**src/rtl/ci_issuer.sv**
```systemverilog
// ci_issuer: custom-instruction initiator.
// Takes one queued command, issues it on the CPU-side custom-instruction
// interface (ciStart pulse plus held operands), waits for ciDone or a timeout,
// and returns the captured result with its start-to-done latency.
module ci_issuer #(
   parameter logic [15:0] timeoutCycles = 16'd255
) (
   input  logic        clock,
   input  logic        reset,
   input  logic        cmdValid,
   output logic        cmdReady,
   input  logic [7:0]  cmdN,
   input  logic [31:0] cmdValueA,
   input  logic [31:0] cmdValueB,
   output logic        ciStart,
   output logic [7:0]  ciN,
   output logic [31:0] ciValueA,
   output logic [31:0] ciValueB,
   input  logic        ciDone,
   input  logic [31:0] ciResult,
   output logic        rspValid,
   input  logic        rspReady,
   output logic [31:0] rspResult,
   output logic        rspTimeout,
   output logic [15:0] rspCycles,
   output logic        spuriousDone
);

   typedef enum logic [1:0] {
      S_IDLE,
      S_ISSUE,
      S_WAIT,
      S_RESP
   } state_t;

   state_t      state_q, state_d;
   logic [7:0]  n_q, n_d;
   logic [31:0] a_q, a_d;
   logic [31:0] b_q, b_d;
   logic [15:0] cnt_q, cnt_d;
   logic [31:0] result_q, result_d;
   logic        timeout_q, timeout_d;
   logic [15:0] cycles_q, cycles_d;
   logic        spurious_q, spurious_d;

   logic [15:0] cnt_inc;
   logic        ci_active;
   logic        wait_expired;

   // Latency counter saturates instead of wrapping.
   assign cnt_inc      = (cnt_q == 16'hFFFF) ? cnt_q : cnt_q + 16'd1;
   assign wait_expired = (timeoutCycles != 16'd0) && (cnt_q == timeoutCycles);
   assign ci_active    = (state_q == S_ISSUE) || (state_q == S_WAIT);

   // Outputs are decoded from state only; reset gates cmdReady so it reads 0
   // while reset is held.
   assign cmdReady     = (state_q == S_IDLE) && reset;
   assign ciStart      = (state_q == S_ISSUE);
   assign ciN          = ci_active ? n_q : 8'd0;
   assign ciValueA     = ci_active ? a_q : 32'd0;
   assign ciValueB     = ci_active ? b_q : 32'd0;
   assign rspValid     = (state_q == S_RESP);
   assign rspResult    = result_q;
   assign rspTimeout   = timeout_q;
   assign rspCycles    = cycles_q;
   assign spuriousDone = spurious_q;

   // Next-state and datapath update for one transaction.
   always_comb begin
      // NOTE: every signal gets a default before the case so no path leaves
      // it unassigned, which would otherwise infer a latch.
      state_d    = state_q;
      n_d        = n_q;
      a_d        = a_q;
      b_d        = b_q;
      cnt_d      = cnt_q;
      result_d   = result_q;
      timeout_d  = timeout_q;
      cycles_d   = cycles_q;
      spurious_d = spurious_q | (ciDone & ~ci_active);

      case (state_q)
         S_IDLE: begin
            if (cmdValid) begin
               n_d     = cmdN;
               a_d     = cmdValueA;
               b_d     = cmdValueB;
               cnt_d   = 16'd1;
               state_d = S_ISSUE;
            end
         end
         S_ISSUE: begin
            if (ciDone) begin
               result_d  = ciResult;
               timeout_d = 1'b0;
               cycles_d  = 16'd1;
               state_d   = S_RESP;
            end else if (timeoutCycles == 16'd1) begin
               result_d  = 32'd0;
               timeout_d = 1'b1;
               cycles_d  = 16'd1;
               state_d   = S_RESP;
            end else begin
               cnt_d   = cnt_inc;
               state_d = S_WAIT;
            end
         end
         S_WAIT: begin
            // Completion wins over a timeout landing in the same cycle.
            if (ciDone) begin
               result_d  = ciResult;
               timeout_d = 1'b0;
               cycles_d  = cnt_q;
               state_d   = S_RESP;
            end else if (wait_expired) begin
               result_d  = 32'd0;
               timeout_d = 1'b1;
               cycles_d  = cnt_q;
               state_d   = S_RESP;
            end else begin
               cnt_d = cnt_inc;
            end
         end
         S_RESP: begin
            if (rspReady) begin
               state_d = S_IDLE;
            end
         end
         default: state_d = S_IDLE;
      endcase
   end

   // State registers; reset discards any transaction in flight.
   always_ff @(posedge clock or negedge reset) begin
      if (!reset) begin
         state_q    <= S_IDLE;
         n_q        <= 8'd0;
         a_q        <= 32'd0;
         b_q        <= 32'd0;
         cnt_q      <= 16'd0;
         result_q   <= 32'd0;
         timeout_q  <= 1'b0;
         cycles_q   <= 16'd0;
         spurious_q <= 1'b0;
      end else begin
         // NOTE: non-blocking assignments so every flop samples the values
         // from before this edge, independent of statement order.
         state_q    <= state_d;
         n_q        <= n_d;
         a_q        <= a_d;
         b_q        <= b_d;
         cnt_q      <= cnt_d;
         result_q   <= result_d;
         timeout_q  <= timeout_d;
         cycles_q   <= cycles_d;
         spurious_q <= spurious_d;
      end
   end

endmodule

```
**config.mk**
```make
export PLATFORM = sky130hd
export DESIGN_NAME = ci_issuer
export DESIGN_NICKNAME = d
export VERILOG_FILES = /design/src/rtl/ci_issuer.sv
export SDC_FILE = /design/constraint.sdc
export NUM_CORES = 1
export LEC_CHECK = 0
export CORE_UTILIZATION = 30
export CTS_CLUSTER_SIZE = 25
export DETAILED_ROUTE_END_ITERATION = 10
export SKIP_CTS_REPAIR_TIMING = 1
export SKIP_LAST_GASP = 1
export SYNTH_ARGS = -nofsm -noshare
export SYNTH_HDL_FRONTEND = slang
export SYNTH_SLANG_ARGS = --single-unit
```
**constraint.sdc**
```tcl
create_clock -name clock -period 3 [get_ports clock]
set_input_delay 0.9 -clock clock [delete_from_list [all_inputs] [get_ports clock]]
set_output_delay 0.9 -clock clock [all_outputs]
set_load 0.05 [all_outputs]
```
==> run metrics, run 1 <==
most frequent cells in the layout=clkdlybuf4s50_1 (158), dfrtp_1 (140), buf_12 (77); max_cap viols=0; width of the die=146 um; ys flop type=dfrtp_1; data arrival time of the critical path=between 1500 and 2000 ps; All-Layer GR Usage=roughly 16%; diodes inserted=0; Max Clk Rate=approximately 350 MHz; reg2reg end=cnt_q[9]; gpl congestion=about 0.83; CTS tree=built; fill cell count=1,829; clk_lat worst skew=roughly 430 ps; commonest non-fill, non-tap cell in the layout=clkdlybuf4s50_1; RSZ-0062 raised after global routing=false; syn_nets=631; dpl hpwl=~12,000 um; min cycle time layout=2850 ps; Critical Path Fanout Max=5; Yosys reg bits=between 100 and 150; WHS Endpoint=spuriousDone; setup slack, reg-to-reg=around 630 ps; Final Skew=18.1 ps; initial core utilization=30.7%; Cell Area, Synth=6230 sq um; top cells by area, synth=dfrtp_1 (56%), mux2_2 (13%), and2_1 (7.4%); number of synthesized flops with an enable pin=0; Slew headroom=about half; largest area contributor in the netlist=dfrtp_1; async set or reset register ratio after synthesis=100%; reg2reg start=state_q[1]; Die Area=21,300 sq um; Hold Vio Cnt, Final=0; post-placement worst setup slack=273 ps; DRC violations left=0; initial antenna violation count=0; post-synth top area share=a little under three fifths; Pins Over Slew Limit=0; count of input and output buffers=between 200 and 250; drt via density=4.71; Core Area=20,300 sq um; post-synthesis sequential area ratio=56.2%; vias in the first global route=slightly above 5k; Worst EP required=2100 ps; Root Buffer=clkbuf_16; P&R area growth vs syn=63.3%; DR pass1 iterations=4; initial DRC count=about 220; worst r2r path cells=8; via count=about 4.8k; critical path type=flip-flop to primary output; pin count of the biggest net entering global routing=~140; CP endpoint kind=primary output; setup tns final=0 ps; first-pass GRT wire length=approximately 27,000 um; wire per inst=16.3 um; Slew @ Worst Pin=~740 ps; DRT Wirelength=roughly 17,000 um; Post-layout nets=860; final setup fails=0; HP Class=flip-flop to flip-flop; Mapped Cells=~520; total CTS buffers=17; # IOs=approximately 230; number of nets still failing antenna checks after routing=0; gr ovfl total=0; hold path start=spuriousDone; crit start category=flip-flop; clk slew on worst S/H paths=approximately 60 ps; Setup WS post-layout=around 150 ps; Die Y=between 100 and 150 um; post-synth cell types=44; final instance area=10,200 sq um; Mean Syn Cell Area=roughly 12 sq um; Clock Path Buffers=2; CTS Sinks=140; CTS H-tree depth=4; period utilisation layout=between 90 and 100%; FP Rows=52; worst hold path depth=1; Post-DP Area=between 9000 and 10,000 sq um; outcome=finished, final reports clean; synth warn=0; layout cells sized above 1=between 20% and 30%
[cells by family after synthesis]
kind of cell | Yosys count | synth area share (%)
AO/OA/AOI/OAI | 97 | 11.2
adder cells (fa/ha/maj) | 5 | 1.00
buffers and inverters | 44 | 3.80
flip-flops | 140 | 56.2
multiplexers | 74 | 13.3
AND/OR/NAND/NOR | 157 | 14.4
[stage by stage]
step	util (%)	std cells	hold slack, ps
final	50.1	1028	469
after global routing	50.1	1028	492
after CTS	50.1	1028	474
after detailed placement	47.2	997	456
after global placement	47.2	997	450
after floorplan	-	517	471
[synth_stat cells (2+ instances only)]
| cell type | number |
|---|---|
| dfrtp_1 | 140 |
| and2_1 | 74 |
| mux2_2 | 72 |
| nand2_1 | 42 |
| a22o_1 | 32 |
| clkbuf_1 | 22 |
| o21ai_1 | 17 |
| a31oi_1 | 13 |
| a21oi_1 | 10 |
| inv_1 | 10 |
| buf_6 | 9 |
| nor2_1 | 8 |
| o21ai_0 | 7 |
| and3_1 | 5 |
| ha_1 | 5 |
| nand3_1 | 5 |
| a41oi_1 | 4 |
| nand4_1 | 4 |
| nor3_1 | 4 |
| o31ai_1 | 3 |
| or3_1 | 3 |
| buf_2 | 2 |
| mux2i_1 | 2 |
| nand2b_1 | 2 |
| nor2b_1 | 2 |
| nor4_4 | 2 |
[metal layers]
layer / vias to the layer above / wire length (um) / track usage (%)
met5: - / 0 / 0
met4: 0 / 226 / 5.63
met3: 23 / 1740 / 8.00
met2: 193 / 8270 / 26.6
met1: 2351 / 6550 / 18.3
li1: 2278 / - / -
[layout make-up]
class	count	area [sq um]	share of cell area (%)
inverter	10	37.5	0.369
tap	270	338	3.32
clock buffer	19	443	4.36
timing repair buffer	244	3190	31.4
sequential	140	3500	34.4
clock inverter	12	148	1.45
multi-input combinational	333	2510	24.6
[flip-flops by register name, indices dropped and copies added, names as in the netlist]
| name | count |
|---|---|
| b_q | 32 |
| rspCycles | 16 |
| n_q | 8 |
| state_q | 2 |
| rspResult | 32 |
| spuriousDone | 1 |
| rspTimeout | 1 |
| cnt_q | 16 |
| a_q | 32 |
[critical path: stages (launching register included)]
cell and delay [ps]:
dfrtp_1 400, ha_1 280, clkdlybuf4s50_1 850
[worst max path at each step]
| stage | startpoint | to | cells after the start |
|---|---|---|---|
| final | state_q[1] | rspValid | 2 |
| after global routing | state_q[1] | ciValueA[25] | 5 |
| after CTS | state_q[1] | ciValueA[25] | 5 |
| after detailed placement | ciDone | cnt_q[15] | 6 |
| after global placement | ciDone | cnt_q[15] | 6 |
| after floorplan | state_q[1] | ciValueA[31] | 6 |
Power of run 1 is left out: the tool's default activity adds up to more than one toggle a clock period on the data nets, which glitch-free logic cannot reach.
==> run 2, diff against run 1 <==
CORE_UTILIZATION = 45   (was 30)
PLACE_DENSITY = 0.81   (was unset)
SLEW_MARGIN = 0   (was unset)
==> run metrics, run 2 (synthesis results as in run 1) <==
DRC violations left=0; CTS Sinks=140; pin count of the biggest net entering global routing=between 100 and 150; CP endpoint kind=primary output; Max Clk Rate=about 350 MHz; dpl hpwl=roughly 12,000 um; Die Area=14,300 sq um; placed cell count=a little over 900; most frequent cells in the layout=clkdlybuf4s50_1 (158), dfrtp_1 (140), buf_12 (76); Root Buffer=clkbuf_16; outcome=finished, final reports clean; clk slew on worst S/H paths=approximately 60 ps; HP Class=flip-flop to flip-flop; register area=3500 sq um; gpl congestion=~0.86; CP startpoint=state_q[1]; multi-input logic area=between 2000 and 3000 sq um; reg2reg end=rspResult[30]; Post-layout nets=roughly 860; All-Layer GR Usage=about a quarter; wire per inst=about 19 um; clk_lat worst skew=420 ps; final setup fails=0; data arrival time of the critical path=between 1500 and 2000 ps; count of input and output buffers=approximately 230; number of nets still failing antenna checks after routing=0; first-pass GRT wire length=between 20,000 and 30,000 um; crit start category=flip-flop; Non-Filler Instances=~940; diodes inserted=0; hold slack=470 ps; # IOs=roughly 230; worst r2r path cells=6; WHS Endpoint=spuriousDone; fill cell count=just over 800; total CTS buffers=17; gr ovfl total=0; reg2reg start=cnt_q[0]; Hold Vio Cnt, Final=0; commonest non-fill, non-tap cell in the layout=clkdlybuf4s50_1; worst hold path depth=1; Die Y=around 120 um; Pins Over Slew Limit=0; max_cap viols=0; setup tns final=0 ps; P&R area growth vs syn=62.6%; Slew @ Worst Pin=between 1000 and 1500 ps; initial DRC count=338; via count=5,068; initial core utilization=between 40% and 50%; Final Skew=~4.7 ps; DR pass1 iterations=4; Slew headroom=approximately 32%; setup slack, reg-to-reg=430 ps; vias in the first global route=approximately 5.4k; width of the die=roughly 120 um; Worst EP required=2100 ps; CTS tree=built; critical path type=flip-flop to primary output; Core Area=about 13,000 sq um; drt via density=5.40; DRT Wirelength=17,500 um; period utilisation layout=96.1%; min cycle time layout=between 2000 and 3000 ps; layout cells sized above 1=about a quarter; Clock Path Buffers=2; initial antenna violation count=0; Critical Path Fanout Max=37; FP Rows=42; CTS H-tree depth=4; RSZ-0062 raised after global routing=false; hold path start=spuriousDone
[run 2: worst max path at each step]
stage / endpoint
after global placement: rspCycles[15]
after detailed placement: rspResult[30]
after floorplan: ciValueA[31]
after CTS: ciValueB[19]
final: ciN[6]
after global routing: ciN[6]
[run 2: cell type report]
cell class | count | area share, %
clock buffer | 21 | 4.55
inverter | 10 | 0.371
tap | 176 | 2.17
sequential | 140 | 34.6
multi-input combinational | 333 | 24.7
timing repair buffer | 247 | 31.8
clock inverter | 11 | 1.88
[run 2: metrics by stage]
stage               utilization (%)  area (sq um)  worst slack (ps)
finish                         75.9         10100               117
detailed placement             70.9          9470              55.4
floorplan                         -          6230               262
CTS                            75.8         10100             -3.32
global placement               70.9          9470               142
global route                   75.9         10100              11.1
[run 2: worst max-delay path: stages, from the launching register on]
cell and delay (ps):
dfrtp_1 430, inv_1 100, ha_2 430, buf_8 230, and2_1 220, buf_12 150
[run 2: routing by layer]
metal	part of all wire [%]	vias up	track usage, %
met5	0	-	0
met4	2.4	0	9.53
met3	10	34	11.6
met2	51	255	43.6
met1	36	2499	27.7
li1	-	2280	-
Power of run 2 is left out for the same reason.
==> run 3, diff against run 2 <==
ABC_AREA = 1   (was unset)
PLACE_DENSITY = 0.8   (was 0.81)
==> run metrics, run 3 <==
count leader, synth=nand2_1; critical path type=flip-flop to primary output; via count=~5.5k; Top Family by Delay on Critical Path=buffers and inverters; post-synth cell types=28; Max stage delay cell, worst path=dfrtp_1; layout cells sized above 1=about 22%; diodes inserted=0; number of synthesized flops with an enable pin=0; # IOs=around 230; slowest stage delay, CP=410 ps; post-synth top area share=54.0%; ys flop type=dfrtp_1; Post-layout nets=1,059; Cell Area, Synth=between 6000 and 7000 sq um; Slew headroom=48.0%; utilization after layout=between 70% and 80%; CP endpoint kind=primary output; final setup fails=0; clk slew on worst S/H paths=~60 ps; outcome=finished, final reports clean; gr ovfl total=0; dpl hpwl=approximately 12,000 um; wire per inst=15.3 um; Max Clk Rate=approximately 340 MHz; data arrival time of the critical path=2000 ps; Root Buffer=clkbuf_16; vias in the first global route=5,622; commonest non-fill, non-tap cell in the layout=nand2_1; max_cap viols=0; CTS H-tree depth=4; DRT Wirelength=~17,000 um; Mean Syn Cell Area=slightly above 9 sq um; Mapped Cells=roughly 710; top cells by area, synth=dfrtp_1 (54%), nand2_1 (15%), mux2_2 (12%); setup tns final=0 ps; largest area contributor in the netlist=dfrtp_1; CTS Sinks=140; period utilisation layout=between 90% and 100%; commonest cells in the netlist=nand2_1 (261), dfrtp_1 (140), inv_1 (96); gpl congestion=approximately 0.82; number of nets still failing antenna checks after routing=0; placed cell count=1,106; syn_nets=between 800 and 900; Non-Filler Instances=~1.1k; drt via density=about 4.8; width of the die=about 120 um; Pins Over Slew Limit=0; CTS tree=built; Worst EP required=2100 ps; All-Layer GR Usage=24.4%; Clock Path Buffers=2; RSZ-0062 raised after global routing=true; fill cell count=980; count of input and output buffers=roughly 230; initial core utilization=between 40% and 50%; post-synthesis sequential area ratio=54.0%; most frequent cells in the layout=nand2_1 (260), clkdlybuf4s50_1 (159), dfrtp_1 (140); Slew @ Worst Pin=between 700 and 800 ps; clk_lat worst skew=between 400 and 500 ps; critical path cell sequence=inv_1 -> ha_2 -> buf_12 -> nand2_1 -> inv_1 -> buf_12; crit start category=flip-flop; min cycle time layout=just under 3000 ps; Core Area=~14,000 sq um; DR pass1 iterations=4; FP Rows=43; WP buf/inv=4; HP Class=flip-flop to flip-flop; Die Area=about 15,000 sq um; Yosys reg bits=140; pin count of the biggest net entering global routing=between 100 and 150; hold slack=~470 ps; initial antenna violation count=0; synth warn=0; Die Y=between 100 and 150 um; Critical Path Fanout Max=between 50 and 60; first-pass GRT wire length=between 20,000 and 30,000 um; Hold Vio Cnt, Final=0; Final Skew=about 6.5 ps; total CTS buffers=17; async set or reset register ratio after synthesis=100%; initial DRC count=305; P&R area growth vs syn=59.6%; DRC violations left=0
-- run 3: metal layers --
layer	track usage, %	routed length [um]	vias up
met5	0	0	-
met4	9.15	397	0
met2	40.9	8450	224
met1	26.7	6550	2563
met3	11.8	2020	27
li1	-	-	2650
-- run 3: metrics by stage --
stage	setup WS [ps]	area (sq um)
6_report	98.4	10400
5_1_grt	-3.27	10400
4_1_cts	27.1	10400
3_5_place_dp	555	9740
3_3_place_gp	587	9740
2_1_floorplan	380	6490
-- run 3: logic make-up (layout without fill, tap and decap cells) --
kind of cell             Yosys count  count (layout)  share of synthesized area (%)
AO/OA/AOI/OAI                     36              36                           3.35
XOR/XNOR                           5               5                          0.675
adder cells (fa/ha/maj)            5               5                          0.964
buffers and inverters            127             370                           8.29
flip-flops                       140             140                           54.0
multiplexers                      72              72                           12.5
AND/OR/NAND/NOR                  328             328                           20.2
-- run 3: cell type report --
class	instances	area [sq um]	area share (%)
Sequential cell	140	3500	33.8
Timing Repair Buffer	243	3190	30.8
Multi-Input combinational cell	446	2460	23.7
Clock buffer	19	443	4.28
Inverter	97	364	3.52
Tap cell	180	225	2.17
Clock inverter	11	170	1.64
-- run 3: worst min-delay path: stages (launching register included) --
cell     delay [ps]
dfrtp_1         340
nand2_1          50
nand2_1          50
-- run 3: final timing paths --
path | endpoint | from | slack, ps | cells past startpoint
min in group asynchronous | rspCycles[10] | reset | 590 | 2
worst min register to register | rspResult[6] | rspResult[6] | 470 | 2
worst min-delay path | rspResult[6] | rspResult[6] | 470 | 2
worst max-delay path | ciN[7] | state_q[0] | 100 | 6
max in group asynchronous | b_q[7] | reset | 1800 | 2
worst max register to register | cnt_q[6] | state_q[0] | 680 | 10
Power of run 3 is left out for the same reason.
